### src/rtl/of_pkg.sv
// Shared definitions for the operand-fetch sequencer: state encoding, instruction
// field positions and immediate modifier codes.
package of_pkg;

  localparam logic [2:0] ST_IDLE = 3'd0;
  localparam logic [2:0] ST_RD1  = 3'd1;
  localparam logic [2:0] ST_RD2  = 3'd2;
  localparam logic [2:0] ST_CAP2 = 3'd3;
  localparam logic [2:0] ST_HOLD = 3'd4;

  typedef enum logic [2:0] {
    IDLE = ST_IDLE,
    RD1  = ST_RD1,
    RD2  = ST_RD2,
    CAP2 = ST_CAP2,
    HOLD = ST_HOLD
  } state_e;

  // Instruction field positions
  localparam int OPCI_LSB  = 26;
  localparam int OPCI_W    = 6;
  localparam int I_BIT     = 26;
  localparam int RD_LSB    = 22;
  localparam int RS1_LSB   = 18;
  localparam int RS2_LSB   = 14;
  localparam int IMM_FLD_W = 18;
  localparam int IMM_W     = 16;
  localparam int MOD_LSB   = 16;
  localparam int OFF_W     = 27;

  // Immediate modifier codes (imm[17:16])
  localparam logic [1:0] MOD_SEXT = 2'b00;
  localparam logic [1:0] MOD_ZEXT = 2'b01;
  localparam logic [1:0] MOD_HI   = 2'b10;
  localparam logic [1:0] MOD_RSVD = 2'b11;

  localparam int RA_IDX_DEF = 15;

endpackage

### src/rtl/of_imm_ext.sv
// Combinational immediate extension and branch-target computation for the
// instruction being accepted by the sequencer.
module of_imm_ext
  import of_pkg::*;
#(
  parameter int XLEN = 32
) (
  input  logic [IMM_FLD_W-1:0] imm,
  input  logic [OFF_W-1:0]     offset,
  input  logic [XLEN-1:0]      pc,
  output logic [XLEN-1:0]      immx,
  output logic [XLEN-1:0]      branch_target
);

  function automatic logic [XLEN-1:0] ext_imm(input logic [1:0] mode,
                                              input logic signed [IMM_W-1:0] val);
    logic [XLEN-1:0] res;
    case (mode)
      MOD_ZEXT: res = {{(XLEN-IMM_W){1'b0}}, val};
      MOD_HI:   res = {val, {(XLEN-IMM_W){1'b0}}};
      // MOD_SEXT, and the reserved code behaves the same way
      default:  res = {{(XLEN-IMM_W){val[IMM_W-1]}}, val};
    endcase
    return res;
  endfunction

  logic signed [XLEN-1:0] off_sx;

  always_comb begin
    off_sx        = {{(XLEN-OFF_W){offset[OFF_W-1]}}, offset};
    immx          = ext_imm(imm[MOD_LSB +: 2], imm[IMM_W-1:0]);
    branch_target = pc + (off_sx <<< 2);
  end

endmodule

### src/rtl/of_sequencer.sv
// Operand-fetch sequencer: reads up to two operands through the shared regfile
// port (writeback has priority) and offers the bundle to execute via valid/ready.
module of_sequencer
  import of_pkg::*;
#(
  parameter int XLEN   = 32,
  parameter int NREG   = 16,
  parameter int AW     = 4,
  parameter int RA_IDX = RA_IDX_DEF
) (
  input  logic             clk,
  input  logic             rst,
  input  logic             flush,
  input  logic             instr_valid,
  output logic             instr_ready,
  input  logic [XLEN-1:0]  instr,
  input  logic [XLEN-1:0]  pc,
  input  logic             is_st,
  input  logic             is_ret,
  input  logic             wb_req,
  output logic             wb_gnt,
  output logic             rf_rd_en,
  output logic [AW-1:0]    rf_addr,
  input  logic [XLEN-1:0]  rf_rd_data,
  output logic             of_valid,
  input  logic             of_ready,
  output logic [OPCI_W-1:0] opcode_out,
  output logic [XLEN-1:0]  op1_out,
  output logic [XLEN-1:0]  op2_out,
  output logic [XLEN-1:0]  immx_out,
  output logic [XLEN-1:0]  branch_target_out
);

  localparam logic [AW-1:0] RA_ADDR = AW'(RA_IDX % NREG);

  state_e             state_q, state_d;
  logic               cap_q, cap_d;
  logic               of_valid_q, of_valid_d;
  logic [OPCI_W-1:0]  opcode_q, opcode_d;
  logic [XLEN-1:0]    op1_q, op1_d;
  logic [XLEN-1:0]    op2_q, op2_d;
  logic [XLEN-1:0]    immx_q, immx_d;
  logic [XLEN-1:0]    bt_q, bt_d;
  logic [AW-1:0]      addr1_q, addr1_d;
  logic [AW-1:0]      addr2_q, addr2_d;
  logic               need2_q, need2_d;

  logic               rdy_c;
  logic               rd_en_c;
  logic [AW-1:0]      addr_c;
  logic [XLEN-1:0]    immx_c;
  logic [XLEN-1:0]    bt_c;

  of_imm_ext #(
    .XLEN(XLEN)
  ) u_imm_ext (
    .imm          (instr[IMM_FLD_W-1:0]),
    .offset       (instr[OFF_W-1:0]),
    .pc           (pc),
    .immx         (immx_c),
    .branch_target(bt_c)
  );

  always_comb begin
    state_d    = state_q;
    cap_d      = cap_q;
    of_valid_d = of_valid_q;
    opcode_d   = opcode_q;
    op1_d      = op1_q;
    op2_d      = op2_q;
    immx_d     = immx_q;
    bt_d       = bt_q;
    addr1_d    = addr1_q;
    addr2_d    = addr2_q;
    need2_d    = need2_q;
    rdy_c      = 1'b0;
    rd_en_c    = 1'b0;
    addr_c     = '0;

    // Reads are only issued while writeback is idle, so wb always wins the port.
    case (state_q)
      IDLE: rdy_c = 1'b1;
      RD1: begin
        if (!wb_req) begin
          rd_en_c = 1'b1;
          addr_c  = addr1_q;
          state_d = RD2;
        end
      end
      RD2: begin
        if (!cap_q) op1_d = rf_rd_data;
        if (!need2_q) begin
          op2_d      = '0;
          state_d    = HOLD;
          of_valid_d = 1'b1;
        end else if (wb_req) begin
          cap_d = 1'b1;
        end else begin
          rd_en_c = 1'b1;
          addr_c  = addr2_q;
          cap_d   = 1'b0;
          state_d = CAP2;
        end
      end
      CAP2: begin
        op2_d      = rf_rd_data;
        state_d    = HOLD;
        of_valid_d = 1'b1;
      end
      HOLD: begin
        if (of_ready) begin
          rdy_c      = 1'b1;
          state_d    = IDLE;
          of_valid_d = 1'b0;
        end
      end
      default: state_d = IDLE;
    endcase

    // Abort discards any read data in flight and keeps the last operands.
    if (flush) begin
      rdy_c      = 1'b0;
      state_d    = IDLE;
      of_valid_d = 1'b0;
      cap_d      = 1'b0;
      op1_d      = op1_q;
      op2_d      = op2_q;
    end else if (rdy_c && instr_valid) begin
      state_d  = RD1;
      cap_d    = 1'b0;
      opcode_d = instr[OPCI_LSB +: OPCI_W];
      immx_d   = immx_c;
      bt_d     = bt_c;
      addr1_d  = is_ret ? RA_ADDR : instr[RS1_LSB +: AW];
      addr2_d  = is_st ? instr[RD_LSB +: AW] : instr[RS2_LSB +: AW];
      need2_d  = !instr[I_BIT] || is_st;
    end
  end

  always_ff @(posedge clk or posedge rst) begin
    if (rst) begin
      state_q    <= IDLE;
      cap_q      <= 1'b0;
      of_valid_q <= 1'b0;
      opcode_q   <= '0;
      op1_q      <= '0;
      op2_q      <= '0;
      immx_q     <= '0;
      bt_q       <= '0;
      addr1_q    <= '0;
      addr2_q    <= '0;
      need2_q    <= 1'b0;
    end else begin
      state_q    <= state_d;
      cap_q      <= cap_d;
      of_valid_q <= of_valid_d;
      opcode_q   <= opcode_d;
      op1_q      <= op1_d;
      op2_q      <= op2_d;
      immx_q     <= immx_d;
      bt_q       <= bt_d;
      addr1_q    <= addr1_d;
      addr2_q    <= addr2_d;
      need2_q    <= need2_d;
    end
  end

  assign instr_ready       = rdy_c;
  assign wb_gnt            = wb_req;
  assign rf_rd_en          = rd_en_c;
  assign rf_addr           = addr_c;
  assign of_valid          = of_valid_q;
  assign opcode_out        = opcode_q;
  assign op1_out           = op1_q;
  assign op2_out           = op2_q;
  assign immx_out          = immx_q;
  assign branch_target_out = bt_q;

endmodule

### config.mk
export PLATFORM = sky130hd
export DESIGN_NAME = of_sequencer
export DESIGN_NICKNAME = d
export VERILOG_FILES = /design/src/rtl/of_pkg.sv /design/src/rtl/of_imm_ext.sv /design/src/rtl/of_sequencer.sv
export SDC_FILE = /design/constraint.sdc
export NUM_CORES = 1
export LEC_CHECK = 0
export ABC_AREA = 0
export CAP_MARGIN = 30
export CORE_ASPECT_RATIO = 0.6
export CORE_UTILIZATION = 30
export CTS_CLUSTER_DIAMETER = 50
export CTS_CLUSTER_SIZE = 25
export DETAILED_ROUTE_END_ITERATION = 7
export GPL_TIMING_DRIVEN = 0
export HOLD_SLACK_MARGIN = 0.08
export SYNTH_ARGS = -nofsm -noshare
export SYNTH_HDL_FRONTEND = slang
export SYNTH_SLANG_ARGS = --single-unit
### constraint.sdc
create_clock -name clk -period 4.3 [get_ports clk]
set_clock_uncertainty 0.15 [all_clocks]
set_input_delay 0.43 -clock clk [delete_from_list [all_inputs] [get_ports clk]]
set_output_delay 0.43 -clock clk [all_outputs]
set_load 0.02 [all_outputs]
; After elaboration in Yosys (flattened, before gate mapping)
; Index checks and enable logic that the tools add are counted.
[word_totals]
mem_bits_rw = 0
out_inout_bits = 142
mem_bits_ro = 0
latchBits = 0
reg_bits = 148
n_memories = 0
[op_classes]
n_addsub = 1
bitwise_logic = 2
eq_ne = 13
n_shift = 0
n_reduce_logical = 14
muxes = 31
order_cmp = 0
div = 0
n_mul = 0
[op_table]
columns = cell, count
row1 = $pmux 32 s2, 2
row2 = $add 32x32->32, 1
row3 = $mux 32, 1
row4 = $mux 4, 5
row5 = $mux 3, 6
row6 = $pmux 3 s5, 1
row7 = $mux 1, 12
row8 = $ne 3x3->1 const B, 3
row9 = $reduce_and 3->1, 3
row10 = $ne 4x4->1 const B, 2
row11 = $pmux 4 s2, 1
row12 = $eq 3x2->1 const B, 2
row13 = $reduce_bool 3->1, 2
row14 = $ne 5x5->1 const B, 1
row15 = $pmux 1 s2, 2
row16 = $reduce_and 2->1, 2
row17 = $reduce_and 4->1, 1
row18 = $reduce_bool 4->1, 1
row19 = $eq 3x1->1 const B, 1
row20 = $eq 3x3->1 const B, 1
row21 = $logic_not 3->1, 1
row22 = $pmux 1 s3, 1
row23 = $eq 2x1->1 const B, 1
row24 = $eq 2x2->1 const B, 1
row25 = 6 further kinds, 7

; Logic depth before layout (Yosys ltp)
; Gate-level depths: netlist of the first run.
[depth]
depth_word = 5
depth_mapped = 10
mapped_depth_nobuf = 10

; Hierarchy
; A second synthesis of the first run with hierarchy kept.
[unflattened]
hier_cells = 754
area_unflattened_um2 = 8493.1
[modules_own_cells]
columns = module, cells_per_inst, seq_area_each_um2, n_inst, area_per_inst_um2
row1 = of_sequencer, 449, 3703.6, 1, 6412.4
row2 = of_imm_ext, 305, 0.0, 1, 2080.7

; Least setup slack after synthesis of the first run
; Ideal clock, no wire load.
[synth_timing]
path_type = input to register
startpoint = in instr[0]
endpoint = reg bt_q[30], in the netlist branch_target_out[30]
t_arrival_ns = 2.729
slack_ns = 1.352
setup_ns = 0.069
cell_stages = 10
required_ns = 4.081
n_path_buf = 0
path_cell_list = ha_1 -> inv_1 -> fa_1 -> nor2b_1 -> o21ai_1 -> a2111oi_4 -> nor3_2 -> o32a_1 -> or4_1 -> nand3_1
[synth_via]
elab_chain_len = 1
[synth_rtl]
columns = element, line
row1 = from (decl), of_sequencer.sv:16  ; input logic [XLEN-1:0] instr,
row2 = $add 32x32->32, of_imm_ext.sv:32  ; branch_target = pc + (off_sx <<< 2);
row3 = to (signal assigned), of_sequencer.sv:161  ; bt_q <= bt_d;
row4 = to (decl), of_sequencer.sv:43  ; logic [XLEN-1:0] bt_q, bt_d;
; No other way between the ends.
; A chain may end at the register's enable or synchronous reset.

; Worst setup path in the final report of the first run
[layout_timing]
startpoint = in instr[0]
endpoint = reg bt_q[28], in the netlist branch_target_out[28]
; Same word-level chain as after synthesis.

==> summary.txt, run 1 <==
Leak -> 4.852 nW
CTS resizes -> 0
DRT Pass-1 Iters -> 5
Critical Path AT -> 3730 ps
Worst-Margin Slew -> 1032 ps
Post-Syn Area per Cell -> 9.367 sq um
Netlist Area Pre-Place -> 7391 sq um
Fmax -> 283.8 MHz
Htree depth -> 4
Drt wl/cell -> 18.02 um
Synth warn -> 0
Post-route ant nets -> 0
Num CTS Buffers -> 17
Fin worst setup slack -> 776.2 ps
Final Hold Fails -> 0
Top FF cell, synth -> dfrtp_1
Core ar. -> 24170 sq um
Number of global-route vias before repair -> 6606
Leading area contributor after synthesis -> dfrtp_1
Number of synthesized flops with an enable pin -> 0
First-pass GRT wire length -> 37870 um
Setup violators final -> 0
Clock Path Buffers -> 2
Area used by multi-input combinational logic -> 3443 sq um
Most common cell after layout, fill and taps aside -> clkdlybuf4s50_1
CTS sink cnt -> 148
Die area -> 25290 sq um
Synth cell types -> 55
Global route overflow -> 0
Mapped Nets -> 925
TritonCTS clock tree -> built
Routability-driven placement congestion ratio -> 0.9024
Share of cells above drive strength 1 -> 0.07764
Crit Path Category -> input port to flop
Slew Limit Fails -> 0
Synth top area share -> 0.5011
Filler cells -> 2371
Hold crit path type -> input port to async pin
Worst rel slew slack -> 0.3081
Final setup TNS -> 0 ps
Sequential area share after synthesis -> 0.5011
Post-Synthesis Cells -> 789
Asr flop ratio synth -> 1.000
Clock-pin transition on the worst setup and hold timing paths -> 70 ps
Root Driver -> clkbuf_16
Worst Path Max Fanout -> 5
Register bit total from synthesis -> 148
Minimum clock period -> 3524 ps
Port Buffers -> 243
Setup Buffers After CTS -> 0
Cell Rows -> 44
Placed wire-length estimate -> 19560 um
Crit path capture type -> flop
Final net count -> 1192
Antenna violations before repair -> 1
WHS -> 220.8 ps
Top cells by area, synth -> dfrtp_1 (50%), nand2_1 (9.8%), ha_1 (5.2%)
Startpoint types -> input port
Pwr dens -> 452.7 nW/um^2
Status -> finished clean
Die Y -> 123.6 um
Area delta synth->final -> 48.26%
Die W -> 204.6 um
Via count -> 6814
Most frequent cells in the layout -> clkdlybuf4s50_1 (243), nand2_1 (192), dfrtp_1 (148), nand3_1 (61), o21ai_0 (58)
Initial DRC count -> 427
Max IR drop VDD -> 0.2596 mV
Initial core utilization -> 0.3058
Place WS -> 426.2 ps
DRC -> 0
Overall routing resource usage -> 0.2001
Final core occ -> 0.4534
WL final -> 25090 um
Final period util -> 0.8195
RSZ-0062 raised after global routing -> false
Worst-Skew Late Latency -> 420 ps
Maxcap violations -> 0
Hold-fix buffers at CTS -> 0
Io pins -> 246
Worst path required time -> 4510 ps
Avg Vias per Cell -> 4.895
Sequential cell area -> 3704 sq um
Largest net degree at the start of global routing -> 39
## worst paths after layout
check                                        end  slack (ps)        start  cells after the start
min in group clk                      state_q[2]         250        flush                      2
max in group asynchronous           immx_out[18]        3010          rst                      4
max                        branch_target_out[28]         780     instr[0]                     11
min reg2reg                          op2_out[21]         310  op2_out[21]                      2
min                                  op1_out[23]         220          rst                      2
max reg2reg                           addr1_q[0]        1300   state_q[1]                      7
## stage by stage
step	cells	total power, mW	cell area, sq um
2_1_floorplan	789	2.558	7395
3_3_place_gp	1354	3.333	10230
3_5_place_dp	1359	3.358	10310
4_1_cts	1391	5.021	10960
5_1_grt	1391	5.216	10960
6_report	1392	4.960	10960
## cell usage after synthesis (all sizes together), types with 2 or more instances
library cell / count
mux2i: 5
inv: 16
o21bai: 2
o31ai: 7
mux2: 33
a22o: 4
xor2: 11
and2: 5
xnor2: 10
buf: 4
nor4: 2
o21ai: 61
nor3: 7
a31oi: 3
or2: 4
o211ai: 6
a21o: 2
dfrtp: 148
o21a: 4
nor2b: 7
a221oi: 2
nor2: 23
nand2: 192
a211o: 2
or3: 4
nand2b: 9
ha: 31
o2111ai: 2
a31o: 2
a21oi: 39
nand4: 13
or4: 3
clkbuf: 44
nand3: 61
a211oi: 7
## critical path, stage by stage
cell             delay [ps]
clkdlybuf4s50_1         540
ha_1                    190
inv_1                    50
fa_1                    420
nor2b_1                 180
o21ai_1                 240
a2111oi_4               500
nor3_2                  130
o32a_1                  450
or4b_1                  500
nand3_1                 100
## power breakdown
part	switching (mW)	internal, mW	total, mW
clock	0.639	0.995	1.63
sequential	0.140	1.65	1.79
combinational	0.812	0.728	1.54
total	1.59	3.37	4.96
## logic make-up after synthesis
group,synth area share
compound gates,0.1278
fa+ha+maj,0.05519
xor+xnor,0.02488
mux,0.05705
flops,0.5011
simple gates,0.2009
buf+inv,0.03301
## layout make-up
| type | instances | area share |
|---|---|---|
| antenna | 1 | 0.0002284 |
| clock inverter | 14 | 0.01838 |
| multi-input combinational | 577 | 0.3142 |
| inverter | 16 | 0.005823 |
| tap | 322 | 0.03677 |
| buffer | 48 | 0.01678 |
| timing repair buffer | 248 | 0.2297 |
| clock buffer | 18 | 0.04008 |
| sequential | 148 | 0.3380 |
## flip-flops by register name (all words and copies together) (netlist names), 3 cells and up
register,count
addr1_q,4
addr2_q,4
branch_target_out,32
immx_out,32
op1_out,32
op2_out,32
opcode_out,6
state_q,3
## layer usage
layer | track usage | part of all wire | up-vias
met5 | 0 | 0 | -
met4 | 0.03871 | 0.0057 | 0
met3 | 0.07064 | 0.085 | 11
met2 | 0.2705 | 0.40 | 214
met1 | 0.3011 | 0.51 | 3313
li1 | - | - | 3276
Power figures use the tool's default switching activity.
==> run 2: changes to the inputs <==
- clock period: 4.3 -> 3.2 ns (I/O delays scaled with it)
==> run 2 against run 1 <==
  * Hold slack got worse by 110 ps
  * Count of clock-buffer cells in the layout did not move
  * Critical endpoint is now branch_target_out[29]
  * Total power rose by 35%
  * Die area did not move
  * Largest cell class unchanged
  * Combinational power rose by 35%
==> summary.txt, run 2 (same netlist as run 1, synthesis figures left out) <==
Status -> finished clean
Final setup TNS -> 0 ps (unchanged)
TritonCTS clock tree -> built
Clock-pin transition on the worst setup and hold timing paths -> 70 ps (about the same)
Num CTS Buffers -> 17 (unchanged)
Post-route ant nets -> 0 (unchanged)
WL final -> 25090 um (about the same)
Sw Ratio -> 0.3209 (about the same)
Leak -> 4.880 nW (+0.58%)
Initial DRC count -> 397 (-7.0%)
Clock Path Buffers -> 2 (unchanged)
Via count -> 6816 (+0.029%)
Htree depth -> 4 (unchanged)
Filler cells -> 2367 (-0.17%)
Slowest stage delay, CP -> 550 ps (about the same)
Hold crit path type -> input port to async pin
Buf/Inv on CP -> 3 (+1)
Overall routing resource usage -> 0.2003 (about the same)
Share of cells above drive strength 1 -> 0.08769 (+0.01004)
Worst Path Max Fanout -> 7 (+2)
Final Hold Fails -> 0 (unchanged)
Final core occ -> 0.4559 (+0.002484)
Crit Path Category -> input port to flop
Placed wire-length estimate -> 19560 um (unchanged)
Sequential cell area -> 3704 sq um (unchanged)
NetSw -> 2.144 mW (+35%)
Cell Chain, Critical Path -> clkdlybuf4s50_1 -> ha_1 -> clkbuf_1 -> nand4_1 -> nor4_2 -> o2111ai_1 -> o211ai_1 -> a221oi_2 -> buf_4 -> or4_1 -> nand3_1
Part of the power in the clock network -> 0.329 (about the same)
Routability-driven placement congestion ratio -> 0.9024 (unchanged)
Worst path required time -> 3410 ps (-1100 ps)
Minimum clock period -> 3136 ps
Number of global-route vias before repair -> 6620 (+0.21%)
Internal power -> 4.537 mW (+35%)
CTS sink cnt -> 148 (unchanged)
Global route overflow -> 0 (unchanged)
Cell Rows -> 44 (unchanged)
Avg Vias per Cell -> 4.886 (-0.19%)
Post-Place Cells -> 1359 (unchanged)
First-pass GRT wire length -> 37920 um (+0.11%)
Combinational Power Share -> 0.312 (+0.002)
Final net count -> 1195 (+0.25%)
Die area -> 25290 sq um (unchanged)
Setup violators final -> 0 (unchanged)
Most common cell after layout, fill and taps aside -> clkdlybuf4s50_1
Crit path capture type -> flop
Most frequent cells in the layout -> clkdlybuf4s50_1 (243), nand2_1 (192), dfrtp_1 (148), nand3_1 (61), o21ai_0 (58)
Worst rel slew slack -> 0.5496 (+0.2415)
Startpoint types -> input port
Port Buffers -> 243 (unchanged)
Die W -> 204.6 um (unchanged)
DRC -> 0 (unchanged)
Slew Limit Fails -> 0 (unchanged)
Core ar. -> 24170 sq um (unchanged)
Initial core utilization -> 0.3058 (unchanged)
WHS -> 109.9 ps (-110.8 ps)
Area delta synth->final -> 49.08%
Non-filler cells, final -> 1395 (+0.22%)
Max IR drop VDD -> 0.3501 mV (+35%)
Antenna violations before repair -> 1 (unchanged)
Pwr dens -> 606.4 nW/um^2 (+34%)
DRT Pass-1 Iters -> 4 (-1)
CP max stage cell -> clkdlybuf4s50_1
Io pins -> 246 (unchanged)
Final period util -> 0.9800
Drt wl/cell -> 17.99 um (-0.20%)
Critical Path AT -> 3350 ps (-380 ps)
Seq pwr share -> 0.359 (about the same)
Overall Power -> 6.681 mW (+35%)
Root Driver -> clkbuf_16
Area used by multi-input combinational logic -> 3473 sq um (+0.87%)
Crit-path leading delay family -> simple AND/OR/NAND/NOR gates
Worst-Skew Late Latency -> 420 ps (about the same)
Fmax -> 318.9 MHz
Worst-Margin Slew -> 675.6 ps (-356.0 ps)
Largest net degree at the start of global routing -> 39 (unchanged)
Maxcap violations -> 0 (unchanged)
RSZ-0062 raised after global routing -> true
Die Y -> 123.6 um (unchanged)
==> run 2: worst register-to-register path: cells and delay by family (launching register included) <==
family | cells | cell delay (ps)
AOI/OAI and AO/OA | 1 | 280
buffers and inverters | 2 | 1150
and+or+nand+nor | 4 | 920
DFF | 1 | 410
==> run 2: layout make-up <==
type	count	area share
Buffer	46	0.01601
Multi-Input combinational cell	577	0.3152
Timing Repair Buffer	253	0.2319
Antenna cell	1	0.0002271
Clock buffer	18	0.03986
Inverter	16	0.005791
Sequential cell	148	0.3361
Tap cell	322	0.03657
Clock inverter	14	0.01828
==> run 2: metrics by stage <==
stage / setup slack [ps] / instance area [sq um]
after CTS: 16.51 / 10990
final: 63.88 / 11020
after detailed placement: -563.8 / 10310
after floorplan: 362.4 / 7395
after global routing: -61.59 / 11020
after global placement: -665.4 / 10230
==> run 2: routing by layer <==
| layer | routed length [um] | GRT usage |
|---|---|---|
| met4 | 148 | 0.03871 |
| met5 | 0 | 0 |
| met3 | 2245 | 0.07064 |
| met1 | 12690 | 0.3015 |
| met2 | 10010 | 0.2707 |
==> run 2: path summary, 6_finish.rpt <==
path / from / to / slack (ps) / cells past startpoint
max reg2reg: state_q[1] / addr1_q[0] / 240 / 7
min reg2reg: op2_out[21] / op2_out[21] / 310 / 2
min: rst / op1_out[23] / 110 / 2
max: instr[17] / branch_target_out[29] / 60 / 11
min in group clk: flush / state_q[2] / 140 / 2
max in group asynchronous: rst / op1_out[17] / 2030 / 4
==> run 2: power by group through the flow <==
stage / sequential (mW) / combinational, mW / clock [mW]
floorplan: 2.81 / 0.628 / 0
CTS: 2.41 / 2.09 / 2.26
global placement: 2.43 / 2.05 / 0
finish: 2.40 / 2.08 / 2.20
detailed placement: 2.44 / 2.08 / 0
global route: 2.45 / 2.25 / 2.32
==> run 2: what timing repair did <==
item / 4_1_cts / 5_1_grt
endpoints found under the setup margin: 3 / 5
buffers inserted: 2 / 3
hold endpoints to repair: 0 / 0
gates resized for setup: 3 / 3
pin swaps: 2 / 2
hold buffers: 0 / 0
==> run 3: changes to the inputs <==
- CORE_UTILIZATION: 30 -> 42
- PLACE_DENSITY: default -> 0.77
==> run 3 against run 2 <==
  * Register-to-register slack better by 50 ps
  * Critical endpoint is now branch_target_out[27]
  * Wire length is 3.9% lower
  * Worst setup slack worse by 47 ps
==> summary.txt, run 3 (same netlist as run 1, synthesis figures left out) <==
Worst-Margin Slew -> 759.2 ps (+83.66 ps)
Root Driver -> clkbuf_16
Number of global-route vias before repair -> 6983 (+5.5%)
Final net count -> 1194 (-0.084%)
Non-filler cells, final -> 1305 (-6.5%)
Startpoint types -> input port
Status -> finished clean
WL final -> 24110 um (-3.9%)
Crit path capture type -> flop
Routability-driven placement congestion ratio -> 0.9589 (+6.3%)
Worst Path Max Fanout -> 8 (+1)
Cell Rows -> 37 (-16%)
Most frequent cells in the layout -> clkdlybuf4s50_1 (240), nand2_1 (192), dfrtp_1 (148), nand3_1 (61), o21ai_0 (57)
Reg-to-Reg Start -> state_q[1]
Crit Path Category -> input port to flop
Io pins -> 246 (unchanged)
Hold crit path type -> input port to flop
Filler cells -> 1444 (-39%)
Overall Power -> 6.506 mW (-2.6%)
Avg Vias per Cell -> 5.430 (+11%)
Drt wl/cell -> 18.47 um (+2.7%)
N_diodes -> 0 (-1)
Hold-fix buffers at CTS -> 0 (unchanged)
Via count -> 7086 (+4.0%)
Hold_sp -> instr[14]
Die W -> 173.3 um (-15%)
Clock-pin transition on the worst setup and hold timing paths -> 70 ps (about the same)
RR Endpoint -> addr1_q[2]
Cell Chain, Critical Path -> clkdlybuf4s50_1 -> ha_1 -> clkbuf_1 -> a21oi_2 -> o211ai_1 -> a221oi_2 -> o211ai_1 -> a221oi_2 -> xor2_2 -> o21ai_1
Placed wire-length estimate -> 18630 um (-4.7%)
Largest net degree at the start of global routing -> 39 (unchanged)
DRC -> 0 (unchanged)
Overall routing resource usage -> 0.2727 (+0.07235)
CP max stage cell -> a221oi_2
Final Hold Fails -> 0 (unchanged)
Area delta synth->final -> 47.05%
Most common cell after layout, fill and taps aside -> clkdlybuf4s50_1
Worst path required time -> 3330 ps (-80 ps)
Htree depth -> 4 (unchanged)
DRT Pass-1 Iters -> 6 (+2)
Post-Place Cells -> 1270 (-6.5%)
Global route overflow -> 0 (unchanged)
Clock Path Buffers -> 2 (unchanged)
Worst reg-to-reg path cell count -> 7 (unchanged)
Minimum clock period -> 3183 ps (+46.71 ps)
Antenna violations before repair -> 0 (-1)
Hold Path End -> immx_out[14]
Max IR drop VDD -> 0.3136 mV (-10%)
Post-route ant nets -> 0 (unchanged)
Initial core utilization -> 0.4303 (+0.1245)
Num CTS Buffers -> 17 (unchanged)
TritonCTS clock tree -> built
Core ar. -> 17180 sq um (-29%)
Slew Limit Fails -> 0 (unchanged)
Worst Hold Depth -> 3
Fmax -> 314.2 MHz (-1.5%)
Critical Path AT -> 3310 ps (-40 ps)
First-pass GRT wire length -> 38310 um (+1.0%)
CTS sink cnt -> 148 (unchanged)
Worst rel slew slack -> 0.4899 (-0.05967)
Final period util -> 0.9946 (+0.01460)
Sequential cell area -> 3704 sq um (unchanged)
Port Buffers -> 243 (unchanged)
Initial DRC count -> 584 (+47%)
Flop2flop setup slack -> 290 ps (+50 ps)
Worst-Skew Late Latency -> 410 ps (about the same)
Slowest stage delay, CP -> 540 ps (about the same)
Leak -> 4.882 nW (about the same)
RSZ-0062 raised after global routing -> false
Die Y -> 104.8 um (-15%)
Share of cells above drive strength 1 -> 0.08870 (+0.001016)
Pwr dens -> 598.7 nW/um^2 (-1.3%)
Maxcap violations -> 0 (unchanged)
Area used by multi-input combinational logic -> 3487 sq um (+0.40%)
Setup violators final -> 0 (unchanged)
Die area -> 18150 sq um (-28%)
run 3: changes by cell type in the layout (fill, tap and decap cells not counted), moves of 3 or more:
cell	before	now
dlymetal6s2s_1	0	3
clkdlybuf4s50_1	243	240
inv_6	2	5
bufinv_16	4	1
clkinv_4	5	2
inv_8	0	4
run 3: worst max-delay path: cells and delay by family:
family | cells | cell delay [ps]
adders and majority gates | 1 | 300
buffers and inverters | 2 | 650
AOI/OAI and AO/OA | 6 | 1760
xor gates and xnor gates | 1 | 270
run 3: metal layers:
| metal | wire, um | up-vias | track usage |
|---|---|---|---|
| met4 | 440 | 0 | 0.07901 |
| met2 | 9830 | 350 | 0.3845 |
| met3 | 2511 | 38 | 0.08734 |
| li1 | - | 3283 | - |
| met1 | 11320 | 3415 | 0.3963 |
| met5 | 0 | - | 0 |
run 3: power by group:
| part | total [mW] | leakage, nW | internal (mW) | switching, mW |
|---|---|---|---|---|
| Combinational | 2.09 | 2.67 | 0.989 | 1.10 |
| Sequential | 2.40 | 1.92 | 2.21 | 0.193 |
| Clock | 2.01 | 0.287 | 1.11 | 0.894 |
run 3: what timing repair did:
item                                    4_1_cts  5_1_grt
resized for setup                             4        9
endpoints found under the setup margin        4        5
setup buffers                                 2        2
pin swaps                                     2        7
run 3: per-stage QoR:
| step | TNS [ps] | setup slack (ps) | instance area [sq um] | utilization | hold WS, ps |
|---|---|---|---|---|---|
| floorplan | 0 | 362.4 | 7395 | - | 275.4 |
| global placement | -75550 | -773.3 | 10120 | 0.5892 | 299.3 |
| detailed placement | -4125 | -783.0 | 10200 | 0.5939 | 305.5 |
| CTS | 0 | 8.351 | 10820 | 0.6302 | 154.2 |
| global route | 0 | 3.957 | 10870 | 0.6328 | 110.0 |
| finish | 0 | 17.17 | 10870 | 0.6328 | 112.0 |
run 3: how the worst max path moves through the flow:
stage	from	to	slack, ps	cells after the start
final	instr[18]	branch_target_out[27]	20	10
after global routing	instr[4]	branch_target_out[27]	4	9
after CTS	instr[14]	branch_target_out[27]	8	10
after detailed placement	instr[14]	branch_target_out[27]	-780	10
after global placement	instr[14]	branch_target_out[27]	-770	10
after floorplan	instr[0]	branch_target_out[30]	360	10
run 3: final cells by class:
| cell class | instances | share of cell area |
|---|---|---|
| multi-input combinational | 577 | 0.3209 |
| timing repair buffer | 252 | 0.2351 |
| inverter | 16 | 0.005872 |
| buffer | 46 | 0.01623 |
| sequential | 148 | 0.3408 |
| tap | 234 | 0.02694 |
| clock buffer | 18 | 0.03949 |
| clock inverter | 14 | 0.01474 |
